$ cat src/rtl/button_unit_pkg.sv
// Shared definitions for the button/calibration front end and the LED status logic.
// Holds the press-FSM encoding and the counter sizing helpers.
package button_unit_pkg;

    typedef enum logic [1:0] {
        ST_IDLE      = 2'd0,
        ST_PRESSED   = 2'd1,
        ST_LONG_HELD = 2'd2
    } btn_state_t;

    localparam int DEBOUNCE_TICKS_DEF   = 50;
    localparam int LONG_PRESS_TICKS_DEF = 5000;

    // Bits needed to hold values 0..max_val inclusive.
    function automatic int cnt_width(input int max_val);
        return (max_val < 2) ? 1 : $clog2(max_val + 1);
    endfunction

endpackage

$ cat src/rtl/button_unit_btn_debounce.sv
// Two-flop synchronizer plus stability-counter debouncer for a raw push-button.
// o_rise/o_fall are registered one-cycle pulses aligned with the o_level change.
module btn_debounce
    import button_unit_pkg::*;
#(
    parameter int DEBOUNCE_TICKS = DEBOUNCE_TICKS_DEF
) (
    input  logic i_clock,
    input  logic i_reset,
    input  logic i_raw,
    output logic o_level,
    output logic o_rise,
    output logic o_fall
);

    localparam int             CW   = cnt_width(DEBOUNCE_TICKS);
    localparam logic [CW-1:0]  LAST = CW'(DEBOUNCE_TICKS - 1);

    logic          r_meta;
    logic          r_sync;
    logic [CW-1:0] r_cnt;
    logic          r_level;
    logic          r_rise;
    logic          r_fall;

    always_ff @(posedge i_clock or negedge i_reset) begin
        if (!i_reset) begin
            r_meta  <= 1'b0;
            r_sync  <= 1'b0;
            r_cnt   <= '0;
            r_level <= 1'b0;
            r_rise  <= 1'b0;
            r_fall  <= 1'b0;
        end else begin
            r_meta <= i_raw;
            r_sync <= r_meta;
            r_rise <= 1'b0;
            r_fall <= 1'b0;
            // Accept the new level on the DEBOUNCE_TICKS-th consecutive differing sample.
            if (r_sync == r_level) begin
                r_cnt <= '0;
            end else if (r_cnt == LAST) begin
                r_cnt   <= '0;
                r_level <= r_sync;
                r_rise  <= r_sync;
                r_fall  <= ~r_sync;
            end else begin
                r_cnt <= r_cnt + 1'b1;
            end
        end
    end

    assign o_level = r_level;
    assign o_rise  = r_rise;
    assign o_fall  = r_fall;

endmodule

$ cat src/rtl/button_unit.sv
// Calibration push-button: debounced short press toggles calibration mode,
// long press or loss of ADC init forces it off.
module button_unit
    import button_unit_pkg::*;
#(
    parameter int DEBOUNCE_TICKS   = DEBOUNCE_TICKS_DEF,
    parameter int LONG_PRESS_TICKS = LONG_PRESS_TICKS_DEF
) (
    input  logic i_clock,
    input  logic i_reset,
    input  logic i_btn_calib,
    input  logic i_adc_init_done,
    output logic o_calib_enabled,
    output logic o_calib_start,
    output logic o_calib_abort
);

    localparam int             HW      = cnt_width(LONG_PRESS_TICKS);
    localparam logic [HW-1:0]  HOLD_MAX  = HW'(LONG_PRESS_TICKS);
    localparam logic [HW-1:0]  HOLD_LAST = HW'(LONG_PRESS_TICKS - 1);

    logic w_level;
    logic w_rise;
    logic w_fall;

    btn_debounce #(
        .DEBOUNCE_TICKS(DEBOUNCE_TICKS)
    ) u_debounce (
        .i_clock (i_clock),
        .i_reset (i_reset),
        .i_raw   (i_btn_calib),
        .o_level (w_level),
        .o_rise  (w_rise),
        .o_fall  (w_fall)
    );

    btn_state_t    r_state, w_state_nxt;
    logic [HW-1:0] r_hold,  w_hold_nxt;
    logic          r_en,    w_en_nxt;
    logic          r_start, w_start_nxt;
    logic          r_abort, w_abort_nxt;
    logic          w_short_evt;
    logic          w_long_evt;

    always_ff @(posedge i_clock or negedge i_reset) begin
        if (!i_reset) begin
            r_state <= ST_IDLE;
            r_hold  <= '0;
            r_en    <= 1'b0;
            r_start <= 1'b0;
            r_abort <= 1'b0;
        end else begin
            r_state <= w_state_nxt;
            r_hold  <= w_hold_nxt;
            r_en    <= w_en_nxt;
            r_start <= w_start_nxt;
            r_abort <= w_abort_nxt;
        end
    end

    always_comb begin
        w_state_nxt = r_state;
        w_hold_nxt  = r_hold;
        w_short_evt = 1'b0;
        w_long_evt  = 1'b0;
        case (r_state)
            ST_IDLE: begin
                w_hold_nxt = '0;
                if (w_rise) w_state_nxt = ST_PRESSED;
            end
            ST_PRESSED: begin
                if (r_hold != HOLD_MAX) w_hold_nxt = r_hold + 1'b1;
                // A release seen on the same edge the hold limit is reached still counts as short.
                if (w_fall) begin
                    w_state_nxt = ST_IDLE;
                    w_short_evt = 1'b1;
                end else if (r_hold >= HOLD_LAST) begin
                    w_state_nxt = ST_LONG_HELD;
                    w_long_evt  = 1'b1;
                end
            end
            ST_LONG_HELD: begin
                if (w_fall) w_state_nxt = ST_IDLE;
            end
            default: begin
                w_state_nxt = ST_IDLE;
                w_hold_nxt  = '0;
            end
        endcase
    end

    always_comb begin
        w_en_nxt    = r_en;
        w_start_nxt = 1'b0;
        w_abort_nxt = 1'b0;
        // Losing ADC init overrides any button event in the same cycle.
        if (!i_adc_init_done) begin
            if (r_en) begin
                w_en_nxt    = 1'b0;
                w_abort_nxt = 1'b1;
            end
        end else if (w_short_evt) begin
            w_en_nxt    = ~r_en;
            w_start_nxt = ~r_en;
            w_abort_nxt = r_en;
        end else if (w_long_evt && r_en) begin
            w_en_nxt    = 1'b0;
            w_abort_nxt = 1'b1;
        end
    end

    assign o_calib_enabled = r_en;
    assign o_calib_start   = r_start;
    assign o_calib_abort   = r_abort;

endmodule

$ cat config.mk
export PLATFORM = sky130hd
export DESIGN_NAME = button_unit
export DESIGN_NICKNAME = d
export VERILOG_FILES = /design/src/rtl/button_unit_pkg.sv /design/src/rtl/button_unit_btn_debounce.sv /design/src/rtl/button_unit.sv
export SDC_FILE = /design/constraint.sdc
export NUM_CORES = 1
export LEC_CHECK = 0
export CAP_MARGIN = 5
export CORE_MARGIN = 1
export CORE_UTILIZATION = 45
export CTS_BUF_LIST = sky130_fd_sc_hd__clkbuf_8
export CTS_CLUSTER_DIAMETER = 100
export DETAILED_ROUTE_END_ITERATION = 6
export PLACE_DENSITY = 0.62
export SETUP_SLACK_MARGIN = 0.2
export SKIP_LAST_GASP = 1
export SYNTH_ARGS = -nofsm -noshare
export SYNTH_HDL_FRONTEND = slang
export SYNTH_HIERARCHICAL = 1
export SYNTH_SLANG_ARGS = --single-unit
$ cat constraint.sdc
create_clock -name i_clock -period 2.5 [get_ports i_clock]
set_input_delay 0.375 -clock i_clock [delete_from_list [all_inputs] [get_ports i_clock]]
set_output_delay 0.375 -clock i_clock [all_outputs]
set_load 0.01 [all_outputs]
After elaboration in Yosys (flattened, before gate mapping) --
Cells that the tools add are included.
Cells by class: eq/ne operators 10, multiplexer cells 27, reduce and logical (&&, ||, !) cells 5, bitwise logic cells 4, add/sub/neg operators 2, $lt $le $gt $ge 1
Operators with widths (count):
- $pmux 13 s2 | 1
- $mux 1 | 18
- $add 13x1->13 const B | 1
- $ge 13x13->1 const B | 1
- $mux 13 | 1
- $ne 13x13->1 const B | 1
- $mux 6 | 2
- $mux 2 | 4
- $add 6x1->6 const B | 1
- $eq 6x6->1 const B | 1
- $pmux 2 s3 | 1
- $ne 2x1->1 const B | 2
- $not 1->1 | 4
- $reduce_and 2->1 | 2
- $ne 3x1->1 const B | 1
- $ne 3x2->1 const B | 1
- $reduce_and 3->1 | 1
- $eq 2x1->1 const B | 1
- $eq 2x2->1 const B | 1
- $logic_not 2->1 | 1
- $ne 2x2->1 const B | 1
- $eq 1x1->1 | 1
- $logic_and 1x1->1 | 1
Storage, ports and cells: output and inout port bits 3, input port bits 4, logic and storage cells 60, register bits 29

Logic depth before layout (Yosys ltp) --
depth after elaboration 8, mapped depth 6, gate-level depth less buffers 6

Cells and area by module --
Netlist, hierarchy kept.
By module, submodules not included:
- button_unit | cells an instance 106, area an instance 1022.2 um^2, sequential area each 450.4 um^2, times used 1
- btn_debounce | cells an instance 36, area an instance 445.4 um^2, sequential area each 275.3 um^2, times used 1

Worst setup path before layout --
No wires, ideal clock.
path kind register to register, start point reg r_hold[6], end point reg r_hold[3], data required time 2420 ps, data arrival time 1699 ps, slack 721 ps, library setup time 80 ps, stages on the path, launching flop included 5, cells stage by stage dfrtp_1 -> or3_4 -> or4_4 -> o21a_4 -> a31oi_4
On the way: word-level cells in the longest chain between the ends 3
RTL lines:
- from (decl) | RTL line button_unit.sv:38 | logic [HW-1:0] r_hold, w_hold_nxt;
- from (signal assigned) | RTL line button_unit.sv:54 | r_hold <= w_hold_nxt;
- $ne 13x13->1 | RTL line button_unit.sv:72 | if (r_hold != HOLD_MAX) w_hold_nxt = r_hold + 1'b1;
- $ne 2x2->1 (no line)
- $reduce_and 2->1 (no line)
Every way passes these cells. A chain may end at the register's enable or synchronous reset.

Worst setup path in the final report --
Ends and elaborated chain as after synthesis.

==> flow_metrics.py <==
metrics = {
    "yosys": {
        "yosys.area.top_type_share_pct": 49.4,
        "synth_largest_area_cell": "sky130_fd_sc_hd__dfrtp_1",
        "synth_cell_type_count": 40,
        "syn_area_mm2": 0.00147,
        "synth_seq_area_share_pct": 49.4,
        "post_synth_main_area_contributors": "sky130_fd_sc_hd__dfrtp_1, sky130_fd_sc_hd__xor2_1, sky130_fd_sc_hd__nor2_1",
        "synthMostInstantiatedCell": "sky130_fd_sc_hd__dfrtp_1",
        "synth-main-ff-cell": "sky130_fd_sc_hd__dfrtp_1",
        "total_of_warnings_raised_by_yosys": 6,
        "synth.ff_latch_count": 29,
        "asyncSetResetFlopFracSynth_pct": 100,
        "synth_cells": 142,
        "top_post_synthesis_cells_by_count": "sky130_fd_sc_hd__dfrtp_1, sky130_fd_sc_hd__nor2_1, sky130_fd_sc_hd__nand2_1",
        "mean_instance_size_in_the_synthesized_netlist_um2": 10.3,
        "total_nets_after_synthesis": 150,
        "synth-edff-count": 0,
    },
    "route": {
        "post_drt_wl_per_cell_um": 14.2,
        "vias": 1098,
        "routed_wl_um": 2810,
        "detail_route.drc_violations": 0,
        "detail_route.iter0.violations": 65,
        "drt_pre_antenna_iters": 4,
        "drtAntennaViolNets": 0,
        "drt-vias-per-instance": 5.55,
    },
    "placement": {
        "port-buffer-count": 6,
        "globalplace.congestion": 0.868,
        "detailed_place.area_mm2": 0.00158,
        "dp_hpwl_um": 1940,
    },
    "timing": {
        "tns_ns": 0,
        "timing.final.max_slew_violations": 0,
        "setup_repair_after_global_routing_missed_its_margin": "no",
        "tmin_final_ns": 1.86,
        "maximum_frequency_from_static_timing_analysis_mhz": 537,
        "setup-violations-final": 0,
        "layout_worst_path_cycle_share_pct": 74.4,
        "final.setup_skew_ns": 0.00218,
        "final-hold-violation-count": 0,
        "max_slew_margin_pct": 62.0,
        "hold_ws_ns": 0.354,
        "timing_worst_slew_pin_value_ns": 0.566,
    },
    "global_route": {
        "grt_antenna_before_repair": 0,
        "grt_first_pass_wirelength_um": 4770,
        "first_global_vias": 1048,
        "globalRouteTotalUtil_pct": 19.4,
        "global_route.overflow_total": 0,
        "grt_max_degree": 30,
    },
    "worst_hold_path": {
        "min-delay-path-class": "reg -> reg",
        "holdPathStages": 0,
        "timing.hold.worst.start": "u_debounce/r_meta$_DFF_PN0_",
    },
    "pwr": {
        "worst_ir_drop_vdd_uv": 347,
        "p_per_area_mw_per_mm2": 569,
        "design_power_total_uw": 959,
        "power.static_leakage_uw": 0.000714,
    },
    "critical_path": {
        "cp_data_arrival_time_ns": 2.07,
        "crit-reg2reg-launch": "r_hold[6]$_DFFE_PN0P_",
        "cp.required_ns": 2.71,
        "critPathKind": "reg -> reg",
        "worstPathMaxFanout": 4,
        "cp-start-kind": "register",
        "timing.critical_path.from": "r_hold[6]$_DFFE_PN0P_",
        "critPathCaptureType": "register",
        "ff2ff_path_depth": 4,
    },
    "floorplanning": {
        "die-area_mm2": 0.00349,
        "initial_core_util_pct": 47.7,
        "placeableCoreArea_mm2": 0.00308,
        "boundaryPins": 7,
        "die_width_um": 59.1,
        "std_cell_rows": 20,
        "die_height_um": 59.1,
    },
    "clocking": {
        "numCtsBuffers": 5,
        "post_cts_hold_buffer_count": 0,
        "tritoncts": "done",
        "insertion_delay_ns": 0.29,
        "cts_sinks": 29,
        "post_cts_resized": 0,
        "cts-htree-levels": 2,
        "clk_transition_reported_paths_ns": 0.06,
        "cts.path.max_buffers": 2,
        "root_buffer": "sky130_fd_sc_hd__clkbuf_8",
        "post_cts.repair.setup_buffers": 0,
    },
    "finish": {
        "area.growth.synth_to_final_pct": 14.7,
        "final_cell_area_mm2": 0.00168,
        "final_layout_size_suffix_gt1_share_pct": 13.0,
        "layout.nets": 161,
        "fillCellCount": 287,
        "diodes": 0,
        "final_cell_utilization_of_the_core_pct": 54.7,
    },
    "status": {
        "outcome": "finished clean",
    },
    "run": {
        "max_cap_violations": 0,
    },
}
layout by cell type (no fill, tap or decap), types with 3 or more instances in the layout:
| cell type | netlist | routed |
|---|---|---|
| sky130_fd_sc_hd__nand4_1 | 7 | 7 |
| sky130_fd_sc_hd__ha_1 | 4 | 4 |
| sky130_fd_sc_hd__clkdlybuf4s50_1 | 0 | 6 |
| sky130_fd_sc_hd__clkbuf_8 | 0 | 7 |
| sky130_fd_sc_hd__nand2b_1 | 3 | 3 |
| sky130_fd_sc_hd__dfrtp_1 | 29 | 29 |
| sky130_fd_sc_hd__and4_1 | 3 | 3 |
| sky130_fd_sc_hd__inv_1 | 5 | 5 |
| sky130_fd_sc_hd__xor2_1 | 8 | 8 |
| sky130_fd_sc_hd__nor2_1 | 17 | 17 |
| sky130_fd_sc_hd__a21oi_1 | 6 | 6 |
| sky130_fd_sc_hd__nand3_1 | 7 | 7 |
| sky130_fd_sc_hd__nand2_1 | 9 | 9 |
| sky130_fd_sc_hd__nor2b_1 | 3 | 3 |
registers in the layout (all words and copies together) (netlist names):
register and count:
r_state 2, u_debounce/r_meta 1, r_hold 13, u_debounce/o_fall 1, o_calib_start 1, u_debounce/r_sync 1
o_calib_enabled 1, u_debounce/o_rise 1, o_calib_abort 1, u_debounce/r_cnt 6, u_debounce/o_level 1
metal layers:
layer,vias up,global-route usage [%],routed length (um)
li1,528,-,-
met1,539,25.6,1390
met2,23,27.6,1200
met3,8,5.90,128
met4,0,12.2,80
met5,-,0,0
worst paths after layout:
| kind | slack (ns) | end |
|---|---|---|
| setup / recovery | 0.64 | r_hold[3]$_DFFE_PN0P_ |
| hold / removal | 0.35 | u_debounce/r_sync$_DFF_PN0_ |
| setup reg to reg | 0.64 | r_hold[3]$_DFFE_PN0P_ |
| hold reg to reg | 0.35 | u_debounce/r_sync$_DFF_PN0_ |
| max in group asynchronous | 1.77 | r_hold[2]$_DFFE_PN0P_ |
| min in group asynchronous | 0.46 | u_debounce/r_sync$_DFF_PN0_ |
where the power goes:
part           internal, uW  switching [uW]
clock                   248             181
combinational          21.2            21.7
sequential              478            8.03
total                   748             211
per-stage QoR:
step                      setup slack [ns]  instances
after detailed placement             0.660        190
after global routing                 0.490        198
final                                0.639        198
after global placement               0.696        190
after CTS                            0.641        198
after floorplan                      0.721        142
worst max-delay path: stages, from the launching register on:
cell	delay [ns]
sky130_fd_sc_hd__dfrtp_1	0.41
sky130_fd_sc_hd__or3_4	0.40
sky130_fd_sc_hd__or4_4	0.58
sky130_fd_sc_hd__o21a_4	0.25
sky130_fd_sc_hd__a31oi_4	0.14
cell families after synthesis:
kind of cell | synth area share [%]
adder cells (fa/ha/maj) | 3.41
multiplexers | 1.02
AO/OA/AOI/OAI | 12.9
buffers and inverters | 2.30
flip-flops | 49.4
XOR/XNOR | 5.97
AND/OR/NAND/NOR | 25.0
final cells by class:
class | instances | area (um^2) | share of cell area [%]
sequential | 29 | 726 | 43.1
multi-input combinational | 104 | 708 | 42.1
clock buffer | 7 | 96.3 | 5.72
timing repair buffer | 8 | 75.1 | 4.46
tap | 44 | 55.1 | 3.27
inverter | 5 | 18.8 | 1.11
clock inverter | 1 | 5.00 | 0.297
(Power assumes the default switching activity.)
